File: config.mk
export PLATFORM = sky130hd
export DESIGN_NAME = rf_freq_sched
export DESIGN_NICKNAME = d
export VERILOG_FILES = /design/src/rtl/rf_freq_sched.sv
export SDC_FILE = /design/constraint.sdc
export NUM_CORES = 1
export LEC_CHECK = 0
export ABC_AREA = 1
export BUFFER_PORTS_ARGS = -buffer_cell sky130_fd_sc_hd__buf_4
export CAP_MARGIN = 40
export CELL_PAD_IN_SITES_DETAIL_PLACEMENT = 0
export CELL_PAD_IN_SITES_GLOBAL_PLACEMENT = 1
export CORE_MARGIN = 2
export CORE_UTILIZATION = 50
export CTS_BUF_LIST = sky130_fd_sc_hd__clkbuf_4 sky130_fd_sc_hd__clkbuf_8 sky130_fd_sc_hd__clkbuf_16
export CTS_CLUSTER_SIZE = 16
export DETAILED_ROUTE_END_ITERATION = 8
export PLACE_DENSITY = 0.84
export RECOVER_POWER = 25
export SLEW_MARGIN = 20
export SYNTH_ARGS = -nofsm -noshare
export SYNTH_HDL_FRONTEND = slang
export SYNTH_SLANG_ARGS = --single-unit
export TNS_END_PERCENT = 100
File: constraint.sdc
create_clock -name clk -period 5.8 [get_ports clk]
set_input_delay 0.58 -clock clk [delete_from_list [all_inputs] [get_ports clk]]
set_output_delay 0.58 -clock clk [all_outputs]
set_load 0.02 [all_outputs]
File: src/rtl/rf_freq_sched.sv
// rf_freq_sched
// Multi-channel RF frequency scheduler. Frequency words for CH_NUM channels
// are queued in a command FIFO, divided by the constant DIV with a restoring
// sequential divider, parked in per-channel shadow registers, and committed
// to the parallel frequency pins only at CPI boundaries when the UART frame
// has finished.
//
// Ports:
//   clk, rst_n         clock, asynchronous active-low reset
//   i_init, i_stop     asynchronous levels, synchronised internally
//   i_pre_cpi, i_cpi   single-cycle pulses: close load window / request commit
//   i_tx_over_flag     UART frame finished (commit gate)
//   i_rf_data/_ch/_vld push interface; o_rf_data_rdy = FIFO can accept
//   o_rf_freq          committed codes, channel k at [k*OUT_W +: OUT_W]
//   o_rf_freq_ctrl     per-channel latch pulse, CTRL_PULSE clocks long
//   o_busy             work outstanding (FIFO, divider, commit, pending)
//   o_drop_cnt         saturating count of rejected pushes
//   o_apply_cnt        wrapping count of executed commits
module rf_freq_sched #(
    parameter int CH_NUM     = 4,
    parameter int FREQ_W     = 16,
    parameter int OUT_W      = 10,
    parameter int DIV        = 10,
    parameter int FIFO_DEPTH = 8,
    parameter int CTRL_PULSE = 4,
    parameter int CH_W       = $clog2(CH_NUM)
) (
    input  logic                     clk,
    input  logic                     rst_n,
    input  logic                     i_init,
    input  logic                     i_stop,
    input  logic                     i_pre_cpi,
    input  logic                     i_cpi,
    input  logic                     i_tx_over_flag,
    input  logic [FREQ_W-1:0]        i_rf_data,
    input  logic [CH_W-1:0]          i_rf_ch,
    input  logic                     i_rf_data_vld,
    output logic                     o_rf_data_rdy,
    output logic [CH_NUM*OUT_W-1:0]  o_rf_freq,
    output logic [CH_NUM-1:0]        o_rf_freq_ctrl,
    output logic                     o_busy,
    output logic [15:0]              o_drop_cnt,
    output logic [31:0]              o_apply_cnt
);

    localparam int AW    = $clog2(FIFO_DEPTH);
    localparam int ENT_W = CH_W + FREQ_W;
    localparam int REM_W = $clog2(DIV) + 1;
    localparam int CNT_W = $clog2(FREQ_W + 1);
    localparam int PC_W  = $clog2(CTRL_PULSE + 1);

    typedef enum logic [1:0] {
        ST_IDLE = 2'd0,
        ST_RUN  = 2'd1,
        ST_DIV  = 2'd2,
        ST_STOP = 2'd3
    } state_t;

    // Registers
    logic                    init_meta_q, init_sync_q, init_prev_q;
    logic                    stop_meta_q, stop_sync_q;
    state_t                  state_q, state_d;
    logic                    window_q, window_d;
    logic                    apply_req_q, apply_req_d;
    logic [ENT_W-1:0]        fifo_mem_q [FIFO_DEPTH];
    logic [ENT_W-1:0]        fifo_mem_d [FIFO_DEPTH];
    logic [AW:0]             wr_ptr_q, wr_ptr_d;
    logic [AW:0]             rd_ptr_q, rd_ptr_d;
    logic [FREQ_W-1:0]       div_dvd_q, div_dvd_d;
    logic [REM_W-1:0]        div_rem_q, div_rem_d;
    logic [CNT_W-1:0]        div_cnt_q, div_cnt_d;
    logic [CH_W-1:0]         div_ch_q, div_ch_d;
    logic [OUT_W-1:0]        shadow_q [CH_NUM];
    logic [OUT_W-1:0]        shadow_d [CH_NUM];
    logic [CH_NUM-1:0]       pending_q, pending_d;
    logic [CH_NUM*OUT_W-1:0] freq_q, freq_d;
    logic [PC_W-1:0]         pulse_cnt_q [CH_NUM];
    logic [PC_W-1:0]         pulse_cnt_d [CH_NUM];
    logic [CH_NUM-1:0]       ctrl_q, ctrl_d;
    logic                    rdy_q, rdy_d;
    logic                    busy_q, busy_d;
    logic [15:0]             drop_q, drop_d;
    logic [31:0]             apply_cnt_q, apply_cnt_d;

    // Combinational helpers
    logic                    init_rise_s;
    logic                    full_s, empty_s, run_like_s, ch_ok_s;
    logic                    push_s, pop_s, drop_s, commit_s;
    logic [ENT_W-1:0]        fifo_head_s;
    logic [REM_W-1:0]        trial_s, rem_next_s;
    logic                    ge_s, last_s, div_wr_s, over_s;
    logic [FREQ_W-1:0]       dvd_next_s;
    logic [OUT_W-1:0]        quot_s;
    logic [AW:0]             fill_next_s;

    assign o_rf_data_rdy  = rdy_q;
    assign o_rf_freq      = freq_q;
    assign o_rf_freq_ctrl = ctrl_q;
    assign o_busy         = busy_q;
    assign o_drop_cnt     = drop_q;
    assign o_apply_cnt    = apply_cnt_q;

    // Two-flop synchronisers for the asynchronous control levels.
    always_ff @(posedge clk or negedge rst_n) begin
        if (!rst_n) begin
            init_meta_q <= 1'b0;
            init_sync_q <= 1'b0;
            init_prev_q <= 1'b0;
            stop_meta_q <= 1'b0;
            stop_sync_q <= 1'b0;
        end else begin
            init_meta_q <= i_init;
            init_sync_q <= init_meta_q;
            init_prev_q <= init_sync_q;
            stop_meta_q <= i_stop;
            stop_sync_q <= stop_meta_q;
        end
    end

    // Push/pop qualification, divider step and commit decision.
    always_comb begin
        init_rise_s = init_sync_q && !init_prev_q;
        empty_s     = (wr_ptr_q == rd_ptr_q);
        full_s      = ((wr_ptr_q - rd_ptr_q) == (AW+1)'(FIFO_DEPTH));
        run_like_s  = (state_q == ST_RUN) || (state_q == ST_DIV);
        ch_ok_s     = (int'(i_rf_ch) < CH_NUM);
        push_s      = i_rf_data_vld && !full_s && run_like_s && ch_ok_s;
        drop_s      = i_rf_data_vld && !push_s;
        pop_s       = (state_q == ST_RUN) && !empty_s && window_q && !stop_sync_q;
        fifo_head_s = fifo_mem_q[rd_ptr_q[AW-1:0]];

        // One restoring step: shift the next dividend bit into the remainder;
        // quotient bits shift into the bottom of the dividend register.
        trial_s    = (div_rem_q << 1) | REM_W'(div_dvd_q[FREQ_W-1]);
        ge_s       = (trial_s >= REM_W'(DIV));
        rem_next_s = ge_s ? (trial_s - REM_W'(DIV)) : trial_s;
        dvd_next_s = {div_dvd_q[FREQ_W-2:0], ge_s};
        last_s     = (div_cnt_q == CNT_W'(FREQ_W - 1));
        // A stop seen on the final step aborts the write as well.
        div_wr_s   = (state_q == ST_DIV) && last_s && !stop_sync_q;
        over_s     = ({{OUT_W{1'b0}}, dvd_next_s} > {{FREQ_W{1'b0}}, {OUT_W{1'b1}}});
        quot_s     = over_s ? {OUT_W{1'b1}} : OUT_W'(dvd_next_s);

        // The i_cpi cycle itself can commit when the UART is already idle.
        commit_s   = (apply_req_q || i_cpi) && i_tx_over_flag && (state_q != ST_STOP);
    end

    // Next-state logic for the scheduler FSM.
    always_comb begin
        state_d = state_q;
        case (state_q)
            ST_IDLE: begin
                if (init_rise_s) state_d = ST_RUN;
                else             state_d = ST_IDLE;
            end
            ST_RUN: begin
                if (stop_sync_q) state_d = ST_STOP;
                else if (pop_s)  state_d = ST_DIV;
                else             state_d = ST_RUN;
            end
            ST_DIV: begin
                if (stop_sync_q) state_d = ST_STOP;
                else if (last_s) state_d = ST_RUN;
                else             state_d = ST_DIV;
            end
            ST_STOP: begin
                if (!stop_sync_q) state_d = ST_IDLE;
                else              state_d = ST_STOP;
            end
            default: state_d = ST_IDLE;
        endcase
    end

    // Next values for FIFO, divider, window, commit request and counters.
    always_comb begin
        fifo_mem_d = fifo_mem_q;
        wr_ptr_d   = wr_ptr_q;
        rd_ptr_d   = rd_ptr_q;
        div_dvd_d  = div_dvd_q;
        div_rem_d  = div_rem_q;
        div_cnt_d  = div_cnt_q;
        div_ch_d   = div_ch_q;

        if (state_q == ST_STOP) begin
            wr_ptr_d = '0;
            rd_ptr_d = '0;
        end else begin
            if (push_s) begin
                fifo_mem_d[wr_ptr_q[AW-1:0]] = {i_rf_ch, i_rf_data};
                wr_ptr_d = wr_ptr_q + (AW+1)'(1);
            end else begin
                wr_ptr_d = wr_ptr_q;
            end
            if (pop_s) begin
                rd_ptr_d = rd_ptr_q + (AW+1)'(1);
            end else begin
                rd_ptr_d = rd_ptr_q;
            end
        end

        if (pop_s) begin
            div_dvd_d = fifo_head_s[FREQ_W-1:0];
            div_ch_d  = fifo_head_s[ENT_W-1:FREQ_W];
            div_rem_d = '0;
            div_cnt_d = '0;
        end else if (state_q == ST_DIV) begin
            div_dvd_d = dvd_next_s;
            div_rem_d = rem_next_s;
            div_cnt_d = last_s ? '0 : (div_cnt_q + CNT_W'(1));
        end else begin
            div_cnt_d = '0;
        end

        // A commit reopens the window even if pre_cpi arrives in the same cycle.
        if (commit_s)                                 window_d = 1'b1;
        else if ((state_q == ST_IDLE) && init_rise_s) window_d = 1'b1;
        else if (i_pre_cpi)                           window_d = 1'b0;
        else                                          window_d = window_q;

        // Extra i_cpi pulses while a request is waiting simply merge into it.
        if (state_q == ST_STOP) apply_req_d = 1'b0;
        else if (commit_s)      apply_req_d = 1'b0;
        else if (i_cpi)         apply_req_d = 1'b1;
        else                    apply_req_d = apply_req_q;

        if (drop_s && (drop_q != 16'hFFFF)) drop_d = drop_q + 16'd1;
        else                                drop_d = drop_q;

        if (commit_s) apply_cnt_d = apply_cnt_q + 32'd1;
        else          apply_cnt_d = apply_cnt_q;

        fill_next_s = wr_ptr_d - rd_ptr_d;
        rdy_d = (fill_next_s != (AW+1)'(FIFO_DEPTH)) &&
                ((state_d == ST_RUN) || (state_d == ST_DIV));
    end

    // Per-channel shadow, pending, output and latch-pulse updates.
    always_comb begin
        shadow_d    = shadow_q;
        pulse_cnt_d = pulse_cnt_q;
        pending_d   = pending_q;
        freq_d      = freq_q;
        ctrl_d      = '0;
        for (int k = 0; k < CH_NUM; k++) begin
            // The output always takes the pre-existing shadow, so a divider
            // write landing in the commit cycle stays pending for the next CPI.
            if (div_wr_s && (div_ch_q == CH_W'(k))) begin
                shadow_d[k]  = quot_s;
                pending_d[k] = 1'b1;
            end else if (state_q == ST_STOP) begin
                pending_d[k] = 1'b0;
            end else if (commit_s) begin
                pending_d[k] = 1'b0;
            end else begin
                pending_d[k] = pending_q[k];
            end

            if (commit_s && pending_q[k]) begin
                freq_d[k*OUT_W +: OUT_W] = shadow_q[k];
                pulse_cnt_d[k] = PC_W'(CTRL_PULSE);
            end else if (pulse_cnt_q[k] != '0) begin
                pulse_cnt_d[k] = pulse_cnt_q[k] - PC_W'(1);
            end else begin
                pulse_cnt_d[k] = pulse_cnt_q[k];
            end
            ctrl_d[k] = (pulse_cnt_d[k] != '0);
        end

        busy_d = (wr_ptr_d != rd_ptr_d) || (state_d == ST_DIV) ||
                 apply_req_d || (|pending_d);
    end

    // Main state register bank.
    always_ff @(posedge clk or negedge rst_n) begin
        if (!rst_n) begin
            state_q     <= ST_IDLE;
            window_q    <= 1'b0;
            apply_req_q <= 1'b0;
            for (int i = 0; i < FIFO_DEPTH; i++) fifo_mem_q[i] <= '0;
            wr_ptr_q    <= '0;
            rd_ptr_q    <= '0;
            div_dvd_q   <= '0;
            div_rem_q   <= '0;
            div_cnt_q   <= '0;
            div_ch_q    <= '0;
            for (int k = 0; k < CH_NUM; k++) begin
                shadow_q[k]    <= '0;
                pulse_cnt_q[k] <= '0;
            end
            pending_q   <= '0;
            freq_q      <= '0;
            ctrl_q      <= '0;
            rdy_q       <= 1'b0;
            busy_q      <= 1'b0;
            drop_q      <= 16'd0;
            apply_cnt_q <= 32'd0;
        end else begin
            state_q     <= state_d;
            window_q    <= window_d;
            apply_req_q <= apply_req_d;
            fifo_mem_q  <= fifo_mem_d;
            wr_ptr_q    <= wr_ptr_d;
            rd_ptr_q    <= rd_ptr_d;
            div_dvd_q   <= div_dvd_d;
            div_rem_q   <= div_rem_d;
            div_cnt_q   <= div_cnt_d;
            div_ch_q    <= div_ch_d;
            shadow_q    <= shadow_d;
            pulse_cnt_q <= pulse_cnt_d;
            pending_q   <= pending_d;
            freq_q      <= freq_d;
            ctrl_q      <= ctrl_d;
            rdy_q       <= rdy_d;
            busy_q      <= busy_d;
            drop_q      <= drop_d;
            apply_cnt_q <= apply_cnt_d;
        end
    end

endmodule

== Yosys cells after proc, flatten, opt, wreduce, memory -nomap -nowiden ==
Cells that the tools add are included.
W data, S select, Z words.
Storage, ports and cells
  register bits after elaboration: 338
  input port bits: 26
  output and inout bits: 94
  word-level logic and storage cells: 176
Operators by class
  add/subtract/negate cells: 12
  magnitude comparators: 5
  equal/unequal tests: 15
  multiplexer cells: 52
  bitwise logic cells: 4
  reduce and logical (&&, ||, !) cells: 48
Operators by type and width (count)
  $bwmux W144: 1
  $bmux W18 S3: 1
  $demux W18 S3: 1
  $mux W18: 3
  $add A32 B1 Y32 const B: 1
  $mux W16: 2
  $mux W4: 7
  $reduce_bool A3 Y1: 9
  $mux W3: 8
  $logic_and A1 B1 Y1: 23
  $mux W1: 19
  $add A16 B1 Y16 const B: 1
  $gt A16 B10 Y1 const B: 1
  $ne A16 B16 Y1 const B: 1
  $mux W5: 3
  $sub A3 B1 Y3 const B: 4
  $eq A2 B2 Y1 const B: 5
  $mux W10: 1
  $mux W2: 5
  $add A4 B1 Y4 const B: 2
  $ge A4 B4 Y1 const B: 2
  $not A3 Y4: 2
  $pmux W2 S4: 1
  $sub A4 B4 Y4: 2
  19 further kinds: 31

== Depth between registers and ports, before layout ==
Gate-level depths: netlist of the first run.
  word-level depth: 12
  depth in mapped cells: 24

== Least setup slack after synthesis of the first run ==
OpenSTA, ideal clock, no wires.
  path kind: register to register
  start: register rd_ptr_q[2]
  end: register rdy_q, in the netlist o_rf_data_rdy
  arrival: 2967 ps
  setup slack: 2720 ps
  cell stages (with the launch flop): 20
  path buffers: 2
  period minus slack after synthesis: 3080 ps
  cells stage by stage: dfrtp_1 clkbuf_1 inv_1 clkbuf_1 ha_1 or2_1 nand3_1 nand2_1 nand2_2 nand3_4 o21ai_0 a21oi_1 ha_1 a21oi_1 inv_1 a21oi_1 nand3b_1 nand3_1 nand2_1 inv_1
RTL lines
  start: declaration: RTL line 68  | logic [AW:0] rd_ptr_q, rd_ptr_d;
  start signal: assignment: RTL line 303  | rd_ptr_q <= rd_ptr_d;
  $sub A4 B4 Y4: RTL line 124  | full_s = ((wr_ptr_q - rd_ptr_q) == (AW+1)'(FIFO_DEPTH));
  $eq A4 B4 Y1: RTL line 124
  $logic_not A1 Y1: RTL line 127  | push_s = i_rf_data_vld && !full_s && run_like_s && ch_ok_s;
  $logic_and A1 B1 Y1 (2 in series): RTL line 127
  $mux W4: RTL line 188  | if (push_s) begin
  $mux W4: RTL line 184  | if (state_q == ST_STOP) begin
  via wr_ptr_d[1]: RTL line 67  | logic [AW:0] wr_ptr_q, wr_ptr_d;
  $sub A4 B4 Y4: RTL line 232  | fill_next_s = wr_ptr_d - rd_ptr_d;
  $ne A4 B4 Y1: RTL line 233  | rdy_d = (fill_next_s != (AW+1)'(FIFO_DEPTH)) &&
  $logic_and A1 B1 Y1: RTL line 233
  via rdy_d: RTL line 80  | logic rdy_q, rdy_d;
  end signal: assignment: RTL line 313  | rdy_q <= rdy_d;
  end: declaration: RTL line 80
The timed path passes the listed nets, and every way through them passes these cells.
A chain may end at the register's enable or synchronous reset.

==> results of run 1 <==
==> critical path: cells and delay by family <==
| kind | cells | cell delay [ps] |
|---|---|---|
| buffers and inverters | 3 | 3910 |
==> flip-flops by register name, summed over array words and instances, names as in the netlist, 4 cells and up <==
signal	count
pending_q	4
rd_ptr_q	4
fifo_mem_q	144
div_dvd_q	16
div_rem_q	4
pulse_cnt_q	12
div_cnt_q	5
o_rf_freq	40
o_drop_cnt	16
o_rf_freq_ctrl	4
shadow_q	40
o_apply_cnt	32
wr_ptr_q	4
==> metal layers <==
layer | share of wire | wire [µm] | vias up | GRT usage
met2 | 0.45 | 15700 | 327 | 0.359
li1 | - | - | 5488 | -
met4 | 0.022 | 773 | 0 | 0.0639
met1 | 0.47 | 16200 | 5507 | 0.322
met3 | 0.058 | 2010 | 64 | 0.0373
met5 | 0 | 0 | - | 0
==> per-stage QoR <==
stage                     setup WS [ps]  hold slack, ps  power [µW]  instances  utilization
after global routing               1050             181        9060       2108        0.589
after global placement             2230             337        5930       2045        0.544
after CTS                          2160            16.7        8510       2106        0.589
after detailed placement           2190             336        6000       2046        0.545
after floorplan                    2720             284        5220       1601            -
final                              1910             197        8460       2108        0.589
==> power groups by stage <==
stage | combinational (µW) | sequential (µW) | clock, µW
after floorplan | 1830 | 3390 | 0
after global placement | 2530 | 3410 | 0
after detailed placement | 2580 | 3420 | 0
after CTS | 2600 | 3390 | 2530
after global routing | 2950 | 3470 | 2630
final | 2590 | 3390 | 2480
==> worst paths after layout <==
kind	start	endpoint	slack, ps
setup / recovery	rst_n	fifo_mem_q[3]	1910
hold / removal	i_stop	stop_meta_q	200
setup reg to reg	rd_ptr_q[2]	o_busy	2140
hold reg to reg	init_meta_q	init_sync_q	350
max in group clk	rd_ptr_q[2]	o_busy	2140
min in group asynchronous	rst_n	o_apply_cnt[22]	1410
==> placed cells by master (no fill, tap or decap), types with 2 or more instances in the layout <==
cell type	netlist	final
clkbuf_1	40	3
inv_2	3	4
bufinv_16	0	5
clkbuf_4	0	7
dfrtp_1	338	337
xor2_1	38	38
nor2_1	130	130
o211ai_1	6	6
clkbuf_16	0	39
nand3_1	54	54
o21ai_1	22	22
clkinv_2	0	2
nand2_1	298	298
o22ai_1	5	5
nand3_2	4	4
nand3b_1	3	3
buf_4	0	122
ha_1	30	30
clkbuf_8	0	8
o21ai_0	272	272
nand2_2	11	11
xnor2_1	14	14
nor3b_1	2	2
buf_16	0	2
nand4_1	15	15
a21oi_1	25	25
mux2_2	40	40
nor3_2	4	4
nor2_4	7	7
nor3_1	22	22
nor2_2	3	3
inv_1	135	134
o221ai_1	33	33
nor4_1	4	4
==> layout make-up <==
cell class	instances	area (µm²)
sequential	338	8460
clock inverter	8	169
fill	2582	12200
tap	390	488
timing repair buffer	131	1030
multi-input combinational	1050	5720
inverter	139	524
clock buffer	52	1120
==> logic make-up (layout without fill, tap and decap cells) <==
kind of cell | after synthesis | in the layout
flops | 338 | 338
simple gates | 563 | 563
buf+inv | 213 | 330
mux | 40 | 40
xor+xnor | 52 | 52
fa+ha+maj | 30 | 30
compound gates | 365 | 365
==> impl_metrics.env, run 1 <==
export IMPL_h_tree_depth=2
export IMPL_setup_viol=0
export IMPL_antenna_found_initial=0
export IMPL_gp_congestion=0.790
export IMPL_clk_latency_ps=520
export IMPL_synth_largest_area_cell="dfrtp_1"
export IMPL_fin_crit_ps=3890
export IMPL_violations="capacitance limit, slew limit"
export IMPL_yosys_warnings=0
export IMPL_die_y_um=178
export IMPL_finalWirelength_um=34700
export IMPL_grt_first_pass_wirelength_um=57500
export IMPL_synth_top_family_by_area="simple AND/OR/NAND/NOR gates"
export IMPL_initialDrtViolationCount=886
export IMPL_tightest_slew_ps=3930
export IMPL_path_clk_slew_ps=50
export IMPL_first_pass_iters=5
export IMPL_ys_top_cells_by_area="dfrtp_1 56%, o21ai_0 9.0%, nand2_1 7.4%"
export IMPL_synth_cells=1601
export IMPL_period_share=0.671
export IMPL_synth_fa_ha_area_frac=0.0248
export IMPL_synth_ff_type="dfrtp_1"
export IMPL_reg2reg_depth=17
export IMPL_switchingPower_uw=2990
export IMPL_port_buffers=119
export IMPL_synth_top_cell_area_share=0.559
export IMPL_status="finished, violations left"
export IMPL_cp_cell_sequence="clkbuf_1 > clkbuf_1 > buf_16"
export IMPL_initial_core_util=0.509
export IMPL_hpwl_um=22400
export IMPL_cts_hold_buffers_added=0
export IMPL_maxSlewViolCount=70
export IMPL_fin_nets=1753
export IMPL_die_x_um=178
export IMPL_clkPwrFrac=0.293
export IMPL_ys_ff_latch=338
export IMPL_ys_seq_area_frac=0.559
export IMPL_seqPwrFrac=0.401
export IMPL_vias_per_cell=5.40
export IMPL_grt_ovfl_total=0
export IMPL_design_core_area_um2=29700
export IMPL_worstSetupPathType="in -> async"
export IMPL_slowest_stage="clkbuf_1"
export IMPL_yosysMostFrequentCell="dfrtp_1"
export IMPL_clk_path_buf_depth=3
export IMPL_grt_pass1_vias=11000
export IMPL_slowest_delay_ps=2700
export IMPL_syn2layout_area_growth_pct=15.8
export IMPL_post_synth_num_cell_types=38
export IMPL_ir_drop_mv=0.254
export IMPL_cts_sinks=338
export IMPL_cts_setup_buffers=0
export IMPL_p_int_uw=5470
export IMPL_setup_tns_ps=0
export IMPL_swShare=0.353
export IMPL_slew_headroom=-1.62
export IMPL_fin_skew_ps=17.6
export IMPL_cts_root_buf="clkbuf_16"
export IMPL_synthMuxAreaShare=0.0298
export IMPL_netlist_area_um2=15100
export IMPL_ios=120
export IMPL_start_kind="input pin"
export IMPL_final_antenna_net_count=0
export IMPL_power_leakage_uw=0.00864
export IMPL_final_cell_area_um2=17500
export IMPL_cellPowerDensity_nw_per_um2=483
export IMPL_synth_simple_area_share=0.163
export IMPL_track_usage=0.226
export IMPL_drive_above_1_share=0.156
export IMPL_wl_per_cell_um=16.5
export IMPL_required_ps=6470
export IMPL_drc=0
export IMPL_synth_xor_area_share=0.0301
export IMPL_avgSynthCellArea_um2=9.45
export IMPL_grt_max_degree=140
export IMPL_rsz0062_at_grt="false"
export IMPL_worstHoldPathType="in -> reg"
export IMPL_syn_nets=1657
export IMPL_fmax_mhz=257
export IMPL_synth_edff_count=0
export IMPL_dr_total_vias=11400
export IMPL_row_count=63
export IMPL_maxCapViolations=1
export IMPL_whs_path_depth=1
export IMPL_combPwrFrac=0.306
export IMPL_cts_resized=0
export IMPL_ys_async_sr_fraction=1.00
export IMPL_netlist_top_cells_count="338 x dfrtp_1, 298 x nand2_1, 272 x o21ai_0"
export IMPL_place_area_um2=16200
export IMPL_synth_compound_area_frac=0.131
export IMPL_numCtsBuffers=37
export IMPL_critPathArrivalTime_ps=4560
export IMPL_n_antenna_cell=0
export IMPL_hold_viol=0
export IMPL_endpoint_kind="asynchronous set/reset pin"
export IMPL_crit_top_cell="clkbuf_1"
export IMPL_cts_tree="yes"
export IMPL_crit_fanout=70
export IMPL_dieArea_um2=31700
Note: power is estimated with default switching activity, not from simulation.
==> run 2, diff against run 1 <==
Settings changed: ABC_AREA 1 to 0, CORE_UTILIZATION 50 to 45, PLACE_DENSITY 0.84 to 0.75.
Clock period 5.8 ns to 3.4 ns, I/O delays scaled along.
==> run 2 against run 1 <==
Effect of this change:
- global-route usage fell by 4.2 points
- wire length shrank 9.3%
- sequential cell count unchanged
- clock skew fell by 8.3 ps
- combinational power up 60%
- largest power group unchanged
- clock-buffer cell count is 5 higher
- final cell count down 17%
- utilization is 4.4 points lower
- cell area grew 1.9%
- the flow still finishes with violations (capacitance limit, slew limit)
==> impl_metrics.env, run 2 <==
export IMPL_status="finished, violations left"
export IMPL_violations="capacitance limit, slew limit"
export IMPL_initial_core_util=0.459
export IMPL_wl_per_cell_um=18.0
export IMPL_ios=120
export IMPL_ys_ff_latch=338
export IMPL_hold_viol=0
export IMPL_required_ps=3780
export IMPL_final_antenna_net_count=0
export IMPL_maxCapViolations=1
export IMPL_tightest_slew_ps=2190
export IMPL_drive_above_1_share=0.343
export IMPL_die_y_um=187
export IMPL_yosysMostFrequentCell="dfrtp_1"
export IMPL_timing_rr_start="rd_ptr_q[2]"
export IMPL_drc=0
export IMPL_initialDrtViolationCount=319
export IMPL_synth_largest_area_cell="dfrtp_1"
export IMPL_regMostFlops="fifo_mem_q"
export IMPL_numCtsBuffers=38
export IMPL_slew_headroom=-0.462
export IMPL_post_synth_num_cell_types=58
export IMPL_netlist_top_cells_count="338 x dfrtp_1, 138 x mux2_2, 106 x nand2_1"
export IMPL_synth_top_cell_area_share=0.564
export IMPL_fin_nets=1344
export IMPL_ys_async_sr_fraction=1.00
export IMPL_setup_viol=0
export IMPL_dr_total_vias=9191
export IMPL_period_share=0.946
export IMPL_grt_max_degree=88
export IMPL_track_usage=0.184
export IMPL_ys_seq_area_frac=0.564
export IMPL_design_core_area_um2=32700
export IMPL_h_tree_depth=2
export IMPL_port_buffers=119
export IMPL_syn2layout_area_growth_pct=19.0
export IMPL_gp_congestion=0.775
export IMPL_seq_area_um2=8460
export IMPL_critPathArrivalTime_ps=3600
export IMPL_synth_cells=1145
export IMPL_route_met3_wl_um=1370
export IMPL_synth_compound_area_frac=0.0391
export IMPL_ys_top_cells_by_area="dfrtp_1 56%, mux2_2 10%, mux4_2 5.4%"
export IMPL_synthMuxAreaShare=0.214
export IMPL_grt_ovfl_total=0
export IMPL_grt_pass1_vias=9503
export IMPL_cts_sinks=338
export IMPL_synth_edff_count=0
export IMPL_first_pass_iters=4
export IMPL_hpwl_um=19900
export IMPL_maxSlewViolCount=80
export IMPL_vias_per_cell=5.24
export IMPL_synth_xor_area_share=0.0320
export IMPL_worstHoldPathType="in -> reg"
export IMPL_timing_hold_ws_ps=31.0
export IMPL_finalWirelength_um=31500
export IMPL_grt_first_pass_wirelength_um=52000
export IMPL_clk_latency_ps=520
export IMPL_antenna_found_initial=0
export IMPL_cts_root_buf="clkbuf_16"
export IMPL_path_clk_slew_ps=60
export IMPL_yosys_warnings=0
export IMPL_startpoint="rd_ptr_q[2]"
export IMPL_wl_met2_um=14800
export IMPL_netlist_area_um2=15000
export IMPL_fillers=2845
export IMPL_fin_skew_ps=9.30
export IMPL_highest_layer="met4"
export IMPL_fmax_mhz=311
export IMPL_clk_path_buf_depth=3
export IMPL_final_cell_area_um2=17800
export IMPL_final_common_cell="dfrtp_1"
export IMPL_die_x_um=187
export IMPL_power_leakage_uw=0.00862
export IMPL_worstSetupPathType="reg -> reg"
export IMPL_cellPowerDensity_nw_per_um2=781
export IMPL_crit_fanout=4
export IMPL_final_cell_mix="337 x dfrtp_1, 142 x buf_4, 138 x mux2_2, 105 x nand2_1, 54 x nor2_1"
export IMPL_largest_reg_flops=144
export IMPL_hold_start="i_tx_over_flag"
export IMPL_rsz0062_at_grt="false"
export IMPL_ir_drop_mv=0.478
export IMPL_place_area_um2=16500
export IMPL_wl_met1_um=14900
export IMPL_start_kind="flop"
export IMPL_endpoint_kind="flop"
export IMPL_syn_nets=1201
export IMPL_setup_tns_ps=0
export IMPL_synth_ff_type="dfrtp_1"
export IMPL_cts_tree="yes"
export IMPL_synth_fa_ha_area_frac=0.0250
export IMPL_fin_crit_ps=3220
export IMPL_dieArea_um2=34800
export IMPL_synth_top_family_by_area="multiplexers"
export IMPL_multi_input_area_um2=6240
export IMPL_synth_simple_area_share=0.0994
export IMPL_row_count=66
export IMPL_avgSynthCellArea_um2=13.1
export IMPL_n_antenna_cell=0
-- run 2: through the flow --
| step | worst slack, ps | total power, µW | util | instances |
|---|---|---|---|---|
| after CTS | 73.3 | 14100 | 0.546 | 1753 |
| after floorplan | -22.0 | 8800 | - | 1145 |
| final | 184 | 13900 | 0.546 | 1754 |
| after detailed placement | 92.2 | 9870 | 0.506 | 1686 |
| after global routing | 38.6 | 14800 | 0.546 | 1754 |
| after global placement | 104 | 9730 | 0.506 | 1686 |
-- run 2: final timing paths --
path	endpoint	slack (ps)	cells after the start
max reg2reg	o_busy	180	13
max	o_busy	180	13
max in group asynchronous	fifo_mem_q[45]	850	3
min in group asynchronous	o_rf_freq_ctrl[0]	980	2
min	apply_req_q	30	2
min reg2reg	init_sync_q	350	0
-- run 2: cells by family (layout without fill, tap and decap cells) --
group,Yosys count,in the layout
mux,242,242
buf+inv,86,253
simple gates,292,292
xor+xnor,54,54
flops,338,338
fa+ha+maj,30,30
compound gates,103,103
-- run 2: layout make-up --
type                    instances  area share
clock buffers                  57      0.0660
clock inverters                 7     0.00519
inverters                      36     0.00771
multi-input cells             721       0.350
flip-flops and latches        338       0.474
well taps                     442      0.0310
repair buffers                153      0.0665
-- run 2: power by group --
group	switching, µW	internal, µW
Combinational	1940	2210
Sequential	626	5060
Clock	1570	2540
Total	4130	9800
-- run 2: layer usage --
metal / vias to the layer above / global-route usage
li1: 4317 / -
met1: 4679 / 0.263
met2: 164 / 0.299
met3: 31 / 0.0303
met4: 0 / 0.0397
met5: - / 0
-- run 2: critical path, stage by stage (launching register included) --
cell      delay (ps)
dfrtp_1          340
inv_1             80
ha_4             300
nand3b_1         130
and3_4           210
o41ai_4          360
xnor2_1          120
or2_4            270
ha_4             290
nand2_4           50
nor4b_2          260
nand2_1           70
nor3b_1          150
or4b_1           450
-- run 2: timing repair --
action / 4_1_cts / 5_1_grt
endpoints found under the setup margin: 0 / 1
hold endpoints to repair: 79 / 0
setup buffers: 0 / 1
hold buffers: 3 / 0
resized for setup: 0 / 3
==> run 3, diff against run 2 <==
Settings changed: ABC_AREA 0 to 1, CORE_UTILIZATION 45 to 42, SLEW_MARGIN 20 to unset.
==> run 3 against run 2 <==
Effect of this change:
- wire length grew 14%
- largest power group unchanged
- critical path type unchanged
- clock skew up 6.2 ps
- clock-buffer cell count decreased by 4
- the run still ends with capacitance limit, slew limit left
- largest cell class unchanged
- sequential power increased by 1%
==> impl_metrics.env, run 3 (synthesis results as in run 1) <==
export IMPL_status="finished, violations left"
export IMPL_violations="capacitance limit, slew limit"
export IMPL_die_y_um=194
export IMPL_cts_root_buf="clkbuf_16"
export IMPL_hold_start="i_pre_cpi"
export IMPL_dr_total_vias=11300
export IMPL_seqPwrFrac=0.399
export IMPL_cts_tree="yes"
export IMPL_cts_sinks=338
export IMPL_regMostFlops="fifo_mem_q"
export IMPL_antenna_found_initial=0
export IMPL_setup_viol=0
export IMPL_die_x_um=194
export IMPL_drc=0
export IMPL_grt_pass1_vias=11100
export IMPL_fin_crit_ps=2870
export IMPL_place_inst=2125
export IMPL_grt_ovfl_total=0
export IMPL_ir_drop_mv=0.420
export IMPL_fin_nets=1763
export IMPL_rsz0062_at_grt="false"
export IMPL_path_clk_slew_ps=60
export IMPL_dieArea_um2=37500
export IMPL_finalWirelength_um=35900
export IMPL_reg2reg_depth=16
export IMPL_endpoint_kind="flop"
export IMPL_ios=120
export IMPL_whs_path_depth=2
export IMPL_initial_core_util=0.426
export IMPL_worstSetupPathType="reg -> reg"
export IMPL_fin_skew_ps=15.5
export IMPL_worstHoldPathType="in -> reg"
export IMPL_maxSlewViolCount=84
export IMPL_r2r_end="o_rf_data_rdy"
export IMPL_required_ps=3810
export IMPL_hpwl_um=22500
export IMPL_grt_max_degree=88
export IMPL_start_kind="flop"
export IMPL_timing_rr_start="wr_ptr_q[2]"
export IMPL_cts_resized=0
export IMPL_seq_area_um2=8460
export IMPL_fillers=3371
export IMPL_multi_input_area_um2=5720
export IMPL_slew_headroom=-0.624
export IMPL_critPathArrivalTime_ps=3290
export IMPL_hold_viol=0
export IMPL_numCtsBuffers=38
export IMPL_row_count=69
export IMPL_largest_reg_flops=144
export IMPL_clk_latency_ps=530
export IMPL_final_antenna_net_count=0
export IMPL_design_core_area_um2=35500
export IMPL_clk_path_buf_depth=3
export IMPL_maxCapViolations=1
export IMPL_final_common_cell="dfrtp_1"
export IMPL_p_int_uw=9390
export IMPL_swShare=0.350
export IMPL_h_tree_depth=2
export IMPL_final_cell_mix="337 x dfrtp_1, 298 x nand2_1, 272 x o21ai_0, 134 x inv_1, 131 x nor2_1"
export IMPL_cts_setup_buffers=0
export IMPL_final_core_util=0.500
export IMPL_gp_congestion=0.791
export IMPL_first_pass_iters=5
export IMPL_syn2layout_area_growth_pct=17.3
export IMPL_grt_first_pass_wirelength_um=60100
export IMPL_wl_per_cell_um=16.3
export IMPL_setup_tns_ps=0
export IMPL_cellPowerDensity_nw_per_um2=814
export IMPL_startpoint="wr_ptr_q[2]"
export IMPL_vias_per_cell=5.15
export IMPL_ff2ff_setup_slack_ps=530
export IMPL_worstHoldEndpoint="window_q"
export IMPL_port_buffers=119
export IMPL_initialDrtViolationCount=792
export IMPL_fmax_mhz=348
export IMPL_power_leakage_uw=0.00873
export IMPL_crit_fanout=7
export IMPL_track_usage=0.194
export IMPL_clkPwrFrac=0.301
export IMPL_tightest_slew_ps=2440
export IMPL_timing_hold_ws_ps=29.4
export IMPL_instances_no_fill=2197
export IMPL_switchingPower_uw=5060
export IMPL_n_antenna_cell=0
export IMPL_drive_above_1_share=0.164
export IMPL_combPwrFrac=0.300
export IMPL_period_share=0.846
## run 3: cell types whose count changed in the layout (fill, tap and decap cells not counted), sizes merged, moves of 36 or more
cell / delta
and3: -36
inv: +106
mux2: -145
mux4: -36
nand2: +203
nor2: +85
o21ai: +264
## run 3: what timing repair did
action	4_1_cts	5_1_grt
endpoints found under the setup margin	0	0
endpoints found under the hold margin	84	0
hold buffers	3	0
## run 3: power groups by stage
stage	Sequential, µW	Combinational, µW	Clock (µW)
2_1_floorplan	5790	3120	0
3_3_place_gp	5790	4250	0
3_5_place_dp	5820	4340	0
4_1_cts	5760	4370	4450
5_1_grt	5910	5000	4620
6_report	5760	4330	4350
## run 3: final cells by class
type / count / share of cell area
flip-flops and latches: 338 / 0.477
multi-input cells: 1050 / 0.322
clock buffers: 53 / 0.0630
repair buffers: 140 / 0.0630
well taps: 461 / 0.0325
inverters: 139 / 0.0295
clock inverters: 16 / 0.0130
## run 3: worst max path at each step
stage / endpoint / depth (start not counted)
after floorplan: o_rf_data_rdy / 19
after global placement: o_rf_data_rdy / 17
after detailed placement: o_rf_data_rdy / 16
after CTS: o_rf_data_rdy / 16
after global routing: rd_ptr_q[0] / 2
final: o_rf_data_rdy / 16
## run 3: per-layer routing
metal  GRT usage  vias up  share of wire
met5           0        -              0
met4      0.0523        0          0.021
met3      0.0242       59          0.037
met2       0.308      228           0.45
met1       0.282     5489           0.49
li1            -     5541              -
## run 3: per-stage QoR
step                      worst slack (ps)  total power [µW]  instance area, µm²
final                                  525             14400               17700
after global routing                   173             15500               17700
after CTS                              523             14600               17800
after detailed placement               565             10200               16400
after global placement                 599             10000               16400
after floorplan                        320              8910               15100
## run 3: worst max-delay path, stage by stage, from the launching register on
cell and delay (ps):
dfrtp_1 440, ha_1 360, or2_1 260, nand3_1 90, nand2_1 60, nand2_2 110, nand3_4 150, o21ai_0 190
a21oi_1 80, ha_1 320, a21oi_1 190, inv_1 70, a21oi_1 150, nand3b_1 130, nand3_1 70, nand2_1 60
inv_1 30
